File: config.mk
export PLATFORM = sky130hd
export DESIGN_NAME = ddr_debug_monitor
export DESIGN_NICKNAME = d
export VERILOG_FILES = /design/src/rtl/ddr_debug_monitor_pkg.sv /design/src/rtl/ddr_debug_monitor_txn_tracker.sv /design/src/rtl/ddr_debug_monitor.sv
export SDC_FILE = /design/constraint.sdc
export NUM_CORES = 2
export LEC_CHECK = 0
export CAP_MARGIN = 20
export CORE_AREA = 4 4 338 307
export CTS_CLUSTER_SIZE = 24
export DETAILED_ROUTE_END_ITERATION = 8
export DIE_AREA = 0 0 342 311
export PLACE_DENSITY_LB_ADDON = 0.1
export SYNTH_ARGS = -nofsm -noshare
export SYNTH_HDL_FRONTEND = slang
export SYNTH_HIERARCHICAL = 1
export SYNTH_SLANG_ARGS = --single-unit
File: constraint.sdc
create_clock -name clk -period 25.4 [get_ports clk]
set_input_delay 3.81 -clock clk [delete_from_list [all_inputs] [get_ports clk]]
set_output_delay 3.81 -clock clk [all_outputs]
set_load 0.1 [all_outputs]
File: src/rtl/ddr_debug_monitor_pkg.sv
// Shared types for the DDR debug monitor: tracker states, flag width and
// the fixed-width per-port record used by debug-dump consumers.
package ddr_debug_monitor_pkg;

   localparam int MON_ERR_W = 4;
   localparam int MON_CNT_W = 64;
   localparam int MON_LAT_W = 16;

   typedef enum logic {
      TRK_IDLE = 1'b0,
      TRK_BUSY = 1'b1
   } trk_state_e;

   typedef struct packed {
      logic [MON_CNT_W-1:0] rd_cnt;
      logic [MON_CNT_W-1:0] wr_cnt;
      logic [MON_LAT_W-1:0] rd_lat_last;
      logic [MON_LAT_W-1:0] rd_lat_max;
      logic [MON_LAT_W-1:0] wr_lat_last;
      logic [MON_LAT_W-1:0] wr_lat_max;
      logic [MON_ERR_W-1:0] err_flags;
   } DDRMonPortPack;

endpackage

File: src/rtl/ddr_debug_monitor_txn_tracker.sv
// One-direction transaction tracker: request/completion FSM with a latency
// accumulator, saturating completion count, last/max latency and sticky flags.
module ddr_txn_tracker
   import ddr_debug_monitor_pkg::*;
#(
   parameter int CNT_W = 64,
   parameter int LAT_W = 16
) (
   input  logic             clk,
   input  logic             rst,
   input  logic             req,
   input  logic             vld,
   input  logic             clear,
   input  logic             freeze,
   output logic             done,
   output logic [CNT_W-1:0] cnt,
   output logic [LAT_W-1:0] lat_last,
   output logic [LAT_W-1:0] lat_max,
   output logic             spur,
   output logic             rereq
);

   trk_state_e       state;
   logic [LAT_W-1:0] lat_reg;
   logic [LAT_W-1:0] done_lat;
   logic             spur_evt;
   logic             rereq_evt;

   // A completion in BUSY counts the completion edge itself, hence lat+1.
   always_comb begin
      done      = 1'b0;
      done_lat  = '0;
      spur_evt  = 1'b0;
      rereq_evt = 1'b0;
      if (state == TRK_IDLE) begin
         done     = req & vld;
         spur_evt = ~req & vld;
      end else begin
         done      = vld;
         rereq_evt = req & ~vld;
         done_lat  = (lat_reg == '1) ? lat_reg : lat_reg + LAT_W'(1);
      end
   end

   always_ff @(posedge clk or posedge rst) begin
      if (rst) begin
         state    <= TRK_IDLE;
         lat_reg  <= '0;
         cnt      <= '0;
         lat_last <= '0;
         lat_max  <= '0;
         spur     <= 1'b0;
         rereq    <= 1'b0;
      end else begin
         case (state)
            TRK_IDLE: begin
               if (req && !vld) begin
                  state   <= TRK_BUSY;
                  lat_reg <= '0;
               end
            end
            TRK_BUSY: begin
               if (vld)
                  state <= TRK_IDLE;
               else if (lat_reg != '1)
                  lat_reg <= lat_reg + LAT_W'(1);
            end
            default: state <= TRK_IDLE;
         endcase

         // Statistics obey clear/freeze; the FSM above never does.
         if (clear) begin
            cnt      <= '0;
            lat_last <= '0;
            lat_max  <= '0;
            spur     <= 1'b0;
            rereq    <= 1'b0;
         end else if (!freeze) begin
            if (done) begin
               cnt      <= (cnt == '1) ? cnt : cnt + CNT_W'(1);
               lat_last <= done_lat;
               if (done_lat > lat_max)
                  lat_max <= done_lat;
            end
            if (spur_evt)
               spur <= 1'b1;
            if (rereq_evt)
               rereq <= 1'b1;
         end
      end
   end

endmodule

File: src/rtl/ddr_debug_monitor.sv
// DDR path debug monitor: per-port read/write trackers, MIG app-interface
// stall/beat counters and a registered per-port readout for the dump path.
module ddr_debug_monitor
   import ddr_debug_monitor_pkg::*;
#(
   parameter int NUM_PORTS = 2,
   parameter int CNT_W     = 64,
   parameter int LAT_W     = 16,
   parameter int SEL_W     = 3
) (
   input  logic                 clk,
   input  logic                 rst,
   input  logic [NUM_PORTS-1:0] ren_mem,
   input  logic [NUM_PORTS-1:0] rvalid_mem,
   input  logic [NUM_PORTS-1:0] wen_mem,
   input  logic [NUM_PORTS-1:0] wvalid_mem,
   input  logic                 app_en,
   input  logic                 app_rdy,
   input  logic                 app_wdf_wren,
   input  logic                 app_wdf_rdy,
   input  logic                 app_rd_data_valid,
   input  logic                 mon_clear,
   input  logic                 mon_freeze,
   input  logic [SEL_W-1:0]     mon_sel,
   output logic [CNT_W-1:0]     rd_cnt,
   output logic [CNT_W-1:0]     wr_cnt,
   output logic [LAT_W-1:0]     rd_lat_last,
   output logic [LAT_W-1:0]     rd_lat_max,
   output logic [LAT_W-1:0]     wr_lat_last,
   output logic [LAT_W-1:0]     wr_lat_max,
   output logic [MON_ERR_W-1:0] err_flags,
   output logic [CNT_W-1:0]     cmd_stall_cnt,
   output logic [CNT_W-1:0]     wdf_stall_cnt,
   output logic [CNT_W-1:0]     rd_beat_cnt,
   output logic [CNT_W-1:0]     visit_times
);

   localparam int K_W = $clog2(2 * NUM_PORTS + 1);

   logic [NUM_PORTS-1:0] rd_done, wr_done;
   logic [NUM_PORTS-1:0] rd_spur, wr_spur, rd_rereq, wr_rereq;
   logic [CNT_W-1:0]     rd_cnt_p      [NUM_PORTS];
   logic [CNT_W-1:0]     wr_cnt_p      [NUM_PORTS];
   logic [LAT_W-1:0]     rd_lat_last_p [NUM_PORTS];
   logic [LAT_W-1:0]     rd_lat_max_p  [NUM_PORTS];
   logic [LAT_W-1:0]     wr_lat_last_p [NUM_PORTS];
   logic [LAT_W-1:0]     wr_lat_max_p  [NUM_PORTS];

   generate
      for (genvar gi = 0; gi < NUM_PORTS; gi++) begin : g_port
         ddr_txn_tracker #(.CNT_W(CNT_W), .LAT_W(LAT_W)) u_rd (
            .clk      (clk),
            .rst      (rst),
            .req      (ren_mem[gi]),
            .vld      (rvalid_mem[gi]),
            .clear    (mon_clear),
            .freeze   (mon_freeze),
            .done     (rd_done[gi]),
            .cnt      (rd_cnt_p[gi]),
            .lat_last (rd_lat_last_p[gi]),
            .lat_max  (rd_lat_max_p[gi]),
            .spur     (rd_spur[gi]),
            .rereq    (rd_rereq[gi])
         );
         ddr_txn_tracker #(.CNT_W(CNT_W), .LAT_W(LAT_W)) u_wr (
            .clk      (clk),
            .rst      (rst),
            .req      (wen_mem[gi]),
            .vld      (wvalid_mem[gi]),
            .clear    (mon_clear),
            .freeze   (mon_freeze),
            .done     (wr_done[gi]),
            .cnt      (wr_cnt_p[gi]),
            .lat_last (wr_lat_last_p[gi]),
            .lat_max  (wr_lat_max_p[gi]),
            .spur     (wr_spur[gi]),
            .rereq    (wr_rereq[gi])
         );
      end
   endgenerate

   logic [K_W-1:0]   k_sum;
   logic [CNT_W:0]   visit_sum;
   logic [CNT_W-1:0] visit_reg, visit_next;
   logic [CNT_W-1:0] cmd_stall_reg, cmd_stall_next;
   logic [CNT_W-1:0] wdf_stall_reg, wdf_stall_next;
   logic [CNT_W-1:0] rd_beat_reg, rd_beat_next;

   // Several completions may land in one cycle, so visit_times adds k, not 1.
   always_comb begin
      k_sum = '0;
      for (int i = 0; i < NUM_PORTS; i++)
         k_sum = k_sum + K_W'(rd_done[i]) + K_W'(wr_done[i]);
      visit_sum  = {1'b0, visit_reg} + (CNT_W + 1)'(k_sum);
      visit_next = visit_sum[CNT_W] ? '1 : visit_sum[CNT_W-1:0];
      cmd_stall_next = cmd_stall_reg;
      if (app_en && !app_rdy && cmd_stall_reg != '1)
         cmd_stall_next = cmd_stall_reg + CNT_W'(1);
      wdf_stall_next = wdf_stall_reg;
      if (app_wdf_wren && !app_wdf_rdy && wdf_stall_reg != '1)
         wdf_stall_next = wdf_stall_reg + CNT_W'(1);
      rd_beat_next = rd_beat_reg;
      if (app_rd_data_valid && rd_beat_reg != '1)
         rd_beat_next = rd_beat_reg + CNT_W'(1);
   end

   always_ff @(posedge clk or posedge rst) begin
      if (rst) begin
         visit_reg     <= '0;
         cmd_stall_reg <= '0;
         wdf_stall_reg <= '0;
         rd_beat_reg   <= '0;
      end else if (mon_clear) begin
         visit_reg     <= '0;
         cmd_stall_reg <= '0;
         wdf_stall_reg <= '0;
         rd_beat_reg   <= '0;
      end else if (!mon_freeze) begin
         visit_reg     <= visit_next;
         cmd_stall_reg <= cmd_stall_next;
         wdf_stall_reg <= wdf_stall_next;
         rd_beat_reg   <= rd_beat_next;
      end
   end

   logic [CNT_W-1:0]     sel_rd_cnt, sel_wr_cnt;
   logic [LAT_W-1:0]     sel_rd_last, sel_rd_max, sel_wr_last, sel_wr_max;
   logic [MON_ERR_W-1:0] sel_err;

   // Out-of-range selects match no port and fall through to zeros.
   always_comb begin
      sel_rd_cnt  = '0;
      sel_wr_cnt  = '0;
      sel_rd_last = '0;
      sel_rd_max  = '0;
      sel_wr_last = '0;
      sel_wr_max  = '0;
      sel_err     = '0;
      for (int i = 0; i < NUM_PORTS; i++) begin
         if (mon_sel == SEL_W'(i)) begin
            sel_rd_cnt  = rd_cnt_p[i];
            sel_wr_cnt  = wr_cnt_p[i];
            sel_rd_last = rd_lat_last_p[i];
            sel_rd_max  = rd_lat_max_p[i];
            sel_wr_last = wr_lat_last_p[i];
            sel_wr_max  = wr_lat_max_p[i];
            sel_err     = {wr_rereq[i], rd_rereq[i], wr_spur[i], rd_spur[i]};
         end
      end
   end

   always_ff @(posedge clk or posedge rst) begin
      if (rst) begin
         rd_cnt        <= '0;
         wr_cnt        <= '0;
         rd_lat_last   <= '0;
         rd_lat_max    <= '0;
         wr_lat_last   <= '0;
         wr_lat_max    <= '0;
         err_flags     <= '0;
         cmd_stall_cnt <= '0;
         wdf_stall_cnt <= '0;
         rd_beat_cnt   <= '0;
         visit_times   <= '0;
      end else begin
         rd_cnt        <= sel_rd_cnt;
         wr_cnt        <= sel_wr_cnt;
         rd_lat_last   <= sel_rd_last;
         rd_lat_max    <= sel_rd_max;
         wr_lat_last   <= sel_wr_last;
         wr_lat_max    <= sel_wr_max;
         err_flags     <= sel_err;
         cmd_stall_cnt <= cmd_stall_reg;
         wdf_stall_cnt <= wdf_stall_reg;
         rd_beat_cnt   <= rd_beat_reg;
         visit_times   <= visit_reg;
      end
   end

endmodule
# Word-level counts from Yosys, hierarchy flattened
# Index checks and enable logic that the tools add are counted.
# totals
wordCells	323
output_inout_bits	452
in_bits	20
regBits	1168
# classes
mux	142
eq_ne	33
addsub	15
reduce_logical	62
bitwise_logic	24
n_lt_le_gt_ge	4
# op_table
cell	count
$mux 64	32
$mux 16	56
$add 64x1->64 const B	7
$eq 64x64->1 const B	4
$ne 64x64->1 const B	3
$pmux 16 s2	4
$add 64x3->65	1
$add 16x1->16 const B	4
$eq 16x16->1 const B	4
$gt 16x16->1	4
$ne 16x16->1 const B	4
$mux 1	44
$reduce_bool 2->1	19
$reduce_and 3->1	12
$ne 2x2->1 const B	17
$reduce_and 2->1	15
$and 1x1->1	12
$not 1->1	12
$logic_and 1x1->1	9
$mux 4	2
$pmux 1 s2	4
$logic_not 1->1	6
$add 2x1->3	1
$add 3x1->3	1
3 further kinds	3

# Depth between registers and ports, before layout
# depth
ltp_word	9
depth_mapped	16
depth_no_buf	13

# Cells and area by module
# Netlist, hierarchy kept.
# modules_own_cells
module	instances	cells_each	area_per_inst_um2	seq_area_each_um2
ddr_debug_monitor	1	2365	27990.6	17717.0
ddr_txn_tracker at g_port[0].u_rd ...	3	763	6732.7	2877.8
ddr_txn_tracker at g_port[1].u_wr	1	765	6683.9	2877.8

# Worst setup path after synthesis
# Ideal clock, no wire load.
# synth_path
kind	input to register
start	input ren_mem[0]
end	register visit_reg[32]
setup_time_ps	96
path_stages	15
path_buffers	2
setup_slack_ps	18111
t_required_ps	25304
arrival_time_ps	7194
path_cell_list	or2_2 > and2_1 > fa_1 > inv_1 > fa_1 > inv_1 > fa_1 > nand4_1 > or4_4 > or3_1 > buf_2 > or2_0 > buf_2 > and3_1 > a311oi_2
# synth_via
elab_chain_len	9
# synth_rtl
element	line	text
from (decl)	ddr_debug_monitor.sv:13	input logic [NUM_PORTS-1:0] ren_mem,
$and 1x1->1	ddr_debug_monitor_txn_tracker.sv:36	done = req & vld;
$mux 1	ddr_debug_monitor_txn_tracker.sv:35	if (state == TRK_IDLE) begin
net rd_done[0]	ddr_debug_monitor.sv:40	logic [NUM_PORTS-1:0] rd_done, wr_done;
$add 1x1->2	ddr_debug_monitor.sv:93	k_sum = k_sum + K_W'(rd_done[i]) + K_W'(wr_done[i]);
$add 2x1->3	ddr_debug_monitor.sv:93	
$add 3x1->3	ddr_debug_monitor.sv:93	
$add 64x3->65	ddr_debug_monitor.sv:94	visit_sum = {1'b0, visit_reg} + (CNT_W + 1)'(k_sum);
$mux 64	ddr_debug_monitor.sv:95	visit_next = visit_sum[CNT_W] ? '1 : visit_sum[CNT_W-1:0];
$mux 64	ddr_debug_monitor.sv:118	end else if (!mon_freeze) begin
$mux 64	ddr_debug_monitor.sv:113	end else if (mon_clear) begin
to (signal assigned)	ddr_debug_monitor.sv:119	visit_reg <= visit_next;
to (decl)	ddr_debug_monitor.sv:84	logic [CNT_W-1:0] visit_reg, visit_next;
# The timed path passes the listed nets, and every way through them passes these cells. The select of a mux whose other input is x is not followed.
# A chain may end at the register's enable or synchronous reset.

# Worst setup path in the final report
# layout_path
start	input ren_mem[0]
end	register visit_reg[7]
# Same word-level chain as after synthesis.

==> qor_table.md <==
| Parameter | This run |
|:---|:---|
| Reported net switching power | 902.1 µW |
| RSZ-0062 raised after global routing | no |
| Number of distinct standard cells referenced by the synthesized netlist | 93 |
| Clk pin slew, worst setup/hold paths | 0.06 ns |
| Ys flop type | sky130_fd_sc_hd__dfrtp_1 |
| Post-route clock period utilization | 31.51% |
| Maximum VDD drop | 0.05291 mV |
| Class of the worst hold path | reg -> reg |
| Slew HR | 22.12% |
| Biggest fanout along the worst timing path | 17 |
| Number of buffers added to fix hold violations after cts | 0 |
| Combinational share of power | 4.6% |
| Number of antenna violations at the first check in global routing | 2 |
| List of most frequent post-synthesis cells | sky130_fd_sc_hd__dfrtp_1, sky130_fd_sc_hd__nor2_1, sky130_fd_sc_hd__a21oi_1 |
| Width of the chip | 342 µm |
| Number of nets in the finished design | 5882 |
| CTS Buf Count | 118 |
| Max capacitance violation total | 0 |
| Type of element capturing the critical path | flop |
| Count of clock tree sinks | 1168 |
| Clock period minus worst slack | 8.002 ns |
| Detailed Routing Iterations Pass 1 | 5 |
| Clock H-tree levels | 3 |
| Main combinational cell family by area after synthesis | simple AND/OR/NAND/NOR gates |
| Total congestion overflow | 0 |
| Total of cells resized after clock tree synthesis | 0 |
| Share of post-route cells with drive strength above 1 | 6.898% |
| Worst-skew pair later-pin latency | 0.72 ns |
| Global-route usage over all layers | 29.24% |
| Leakage dissipation | 0.02700 µW |
| Worst EP arrival | 8.59 ns |
| Final Wtd Congestion | 0.9179 |
| Flip-flop and latch count after synthesis | 1168 |
| Most common cell in the netlist | sky130_fd_sc_hd__dfrtp_1 |
| Worst-path cell chain | clkdlybuf4s50_1 -> or2_2 -> and2_1 -> fa_1 -> inv_1 -> fa_1 -> inv_1 -> fa_1 -> nand4_1 -> or4_4 -> or3_1 -> o21a_1 -> buf_8 -> and4_1 -> a2111oi_1 |
| Leading cell types by total area after synthesis | sky130_fd_sc_hd__dfrtp_1, sky130_fd_sc_hd__a21oi_1, sky130_fd_sc_hd__a22o_1 |
| Clock network power share | 47.4% |
| Cell Pwr Density | 60.63 mW/mm² |
| Mux cell area share after synthesis | 2.196% |
| Overall Power | 3938 µW |
| Area fraction in compound gates after synthesis | 14.49% |
| Number of nets still failing antenna checks after routing | 0 |
| Cell taking the most area after synthesis | sky130_fd_sc_hd__dfrtp_1 |
| Initial core utilization | 54.99% |
| Kind of launch point of the worst setup path | input pin |
| Synthesis-to-finish area growth | 18.37% |
| Mean routed wirelength per cell | 21.96 µm |
| Iteration-0 DRC Markers | 4776 |
| Fraction of power spent switching nets | 22.91% |
| Registers with the highest flip-flop counts | g_port.u_rd/cnt x128, g_port.u_wr/cnt x128 |
| Share of synthesized area occupied by flip-flops and latches | 53.27% |
| Height of the die | 311 µm |
| Detailed Place HPWL | 109100 µm |
| Flop pwr share | 48.0% |
| Critical path class | in -> reg |
| CTS root buf | sky130_fd_sc_hd__clkbuf_16 |
| I/O pin cnt | 472 |
| Proportion of netlist area held by the largest area contributor | 53.27% |
| Filler Cells Inserted | 7988 |
| Number of enable-type register cells in the synthesized netlist | 0 |
| Depth of the critical timing path with buffers and inverters included | 15 |
| Number of global-route vias before repair | 43.25k |
| Dominant delay contributor by cell family on the critical path | simple AND/OR/NAND/NOR gates |
| Standard cell core area | 0.09978 mm² |
| TritonCTS clock tree | built |
| CP max stage cell | sky130_fd_sc_hd__fa_1 |
| Drt total wl | 158800 µm |
| Post-route setup TNS | 0 ns |
| Synthesized-area fraction occupied by and/or/nand/nor cells | 22.06% |
| Total number of vias | 45.87k |
| Xor and xnor area share after synthesis | 2.713% |
| Largest net degree at the start of global routing | 133 |
| CP required | 25.99 ns |
| Vias per inst | 6.344 |
| Worst r2r path cells | 14 |
| Final Hold Viols | 0 |
| Die area | 0.1064 mm² |
| Maximum root-to-sink buffer count | 3 |
| Achievable clock frequency | 125.0 MHz |
| Yosys warnings | 6 |
| CP dominant cell by count | sky130_fd_sc_hd__fa_1 |
| Cell area after technology mapping | 0.05487 mm² |
| Setup Slack @ Placement | 16.53 ns |
| Count of unresolved DRC violations after routing | 0 |
| Final Slew Violations | 0 |
| Worst Slack Setup Final | 17.40 ns |
| Count of buffering cells on the critical path with inverters included | 4 |
| Async set or reset register ratio after synthesis | 100.0% |
| Worst hold path stage count | 0 |
| Synthesized netlist cell count | 5419 |
| Setup violation total in the final timing report | 0 |
| Setup Skew | 0.02100 ns |
| Result of the run | complete, no violations |
| Post-Syn Area per Cell | 10.13 µm² |
| First-pass GRT wire length | 251400 µm |
| Net count of the mapped netlist | 5518 |
| Cell Rows | 110 |
| Slew at the pin with the worst max-slew slack | 1.165 ns |
| Diodes inserted | 0 |
| Adder and majority gate portion of the synthesized area | 1.842% |
| Port Buffers | 471 |
| Internal cell power | 3036 µW |
| Critical Path Max Stage Delay | 0.56 ns |
| Setup Fix Bufs, Post-CTS | 0 |
==> area by class of cell <==
class | count | area, µm² | area share [%]
clock inverter | 55 | 733.2 | 1.129
multi-input combinational | 3801 | 23830 | 36.70
timing repair buffer | 548 | 5401 | 8.316
clock buffer | 168 | 3507 | 5.400
sequential | 1168 | 29230 | 45.00
tap | 1344 | 1682 | 2.589
inverter | 146 | 565.5 | 0.8707
==> final timing paths <==
| kind | start | to | slack, ns |
|---|---|---|---|
| worst min-delay path | rd_beat_reg[63]$_DFFE_PP0P_ | rd_beat_cnt[63]$_DFF_PP0_ | 0.42 |
| worst max register to register | g_port[0].u_rd/state$_DFF_PP0_ | visit_reg[7]$_DFFE_PP0P_ | 20.24 |
| max in group asynchronous | rst | cmd_stall_reg[2]$_DFFE_PP0P_ | 19.10 |
| worst max-delay path | ren_mem[0] | visit_reg[7]$_DFFE_PP0P_ | 17.40 |
| worst min register to register | rd_beat_reg[63]$_DFFE_PP0P_ | rd_beat_cnt[63]$_DFF_PP0_ | 0.42 |
| min in group asynchronous | rst | g_port[0].u_rd/cnt[1]$_DFFE_PP0P_ | 4.13 |
==> metal layers <==
metal	wire (µm)	global-route usage (%)	vias up
met1	68910	42.86	22840
met4	5101	8.768	2
met3	11900	4.957	299
met2	72820	44.94	1935
met5	20	0	-
li1	-	-	20790
==> per-stage QoR <==
stage / cells / hold slack (ns) / utilization, % / instance area (µm²)
finish: 7230 / 0.4164 / 65.09 / 64950
global route: 7230 / 0.4311 / 65.09 / 64950
CTS: 7220 / 0.4196 / 64.92 / 64780
detailed placement: 6997 / 0.4042 / 60.67 / 60540
global placement: 6997 / 0.3982 / 60.67 / 60540
floorplan: 5419 / 0.3487 / - / 54870
==> power by group through the flow <==
stage               Combinational [µW]  Sequential [µW]  Clock (µW)
floorplan                          114             1930           0
global placement                   178             1920           0
detailed placement                 181             1920           0
CTS                                182             1890        1900
global route                       202             1890        1980
finish                             183             1890        1870
==> cell families (layout without fill, tap and decap cells) <==
family                   Yosys count  in the layout
adder cells (fa/ha/maj)           79             79
flip-flops                      1168           1168
multiplexers                     114            114
AO/OA/AOI/OAI                   1230           1230
buffers and inverters            450            917
XOR/XNOR                         170            170
AND/OR/NAND/NOR                 2208           2208
==> cell usage in the layout, fill, tap and decap left out, types with 112 or more instances in the layout <==
| cell type | instances |
|---|---|
| sky130_fd_sc_hd__a21oi_1 | 393 |
| sky130_fd_sc_hd__a22o_1 | 197 |
| sky130_fd_sc_hd__clkbuf_16 | 123 |
| sky130_fd_sc_hd__clkdlybuf4s50_1 | 469 |
| sky130_fd_sc_hd__dfrtp_1 | 1168 |
| sky130_fd_sc_hd__inv_1 | 137 |
| sky130_fd_sc_hd__nand2_1 | 379 |
| sky130_fd_sc_hd__nand3_1 | 260 |
| sky130_fd_sc_hd__nand4_1 | 209 |
| sky130_fd_sc_hd__nor2_1 | 440 |
| sky130_fd_sc_hd__nor3_1 | 114 |
| sky130_fd_sc_hd__nor4_1 | 112 |
| sky130_fd_sc_hd__o21ai_0 | 251 |
| sky130_fd_sc_hd__or3_1 | 166 |
| sky130_fd_sc_hd__or4_1 | 132 |
No activity file was read; power rests on OpenSTA's default activity.
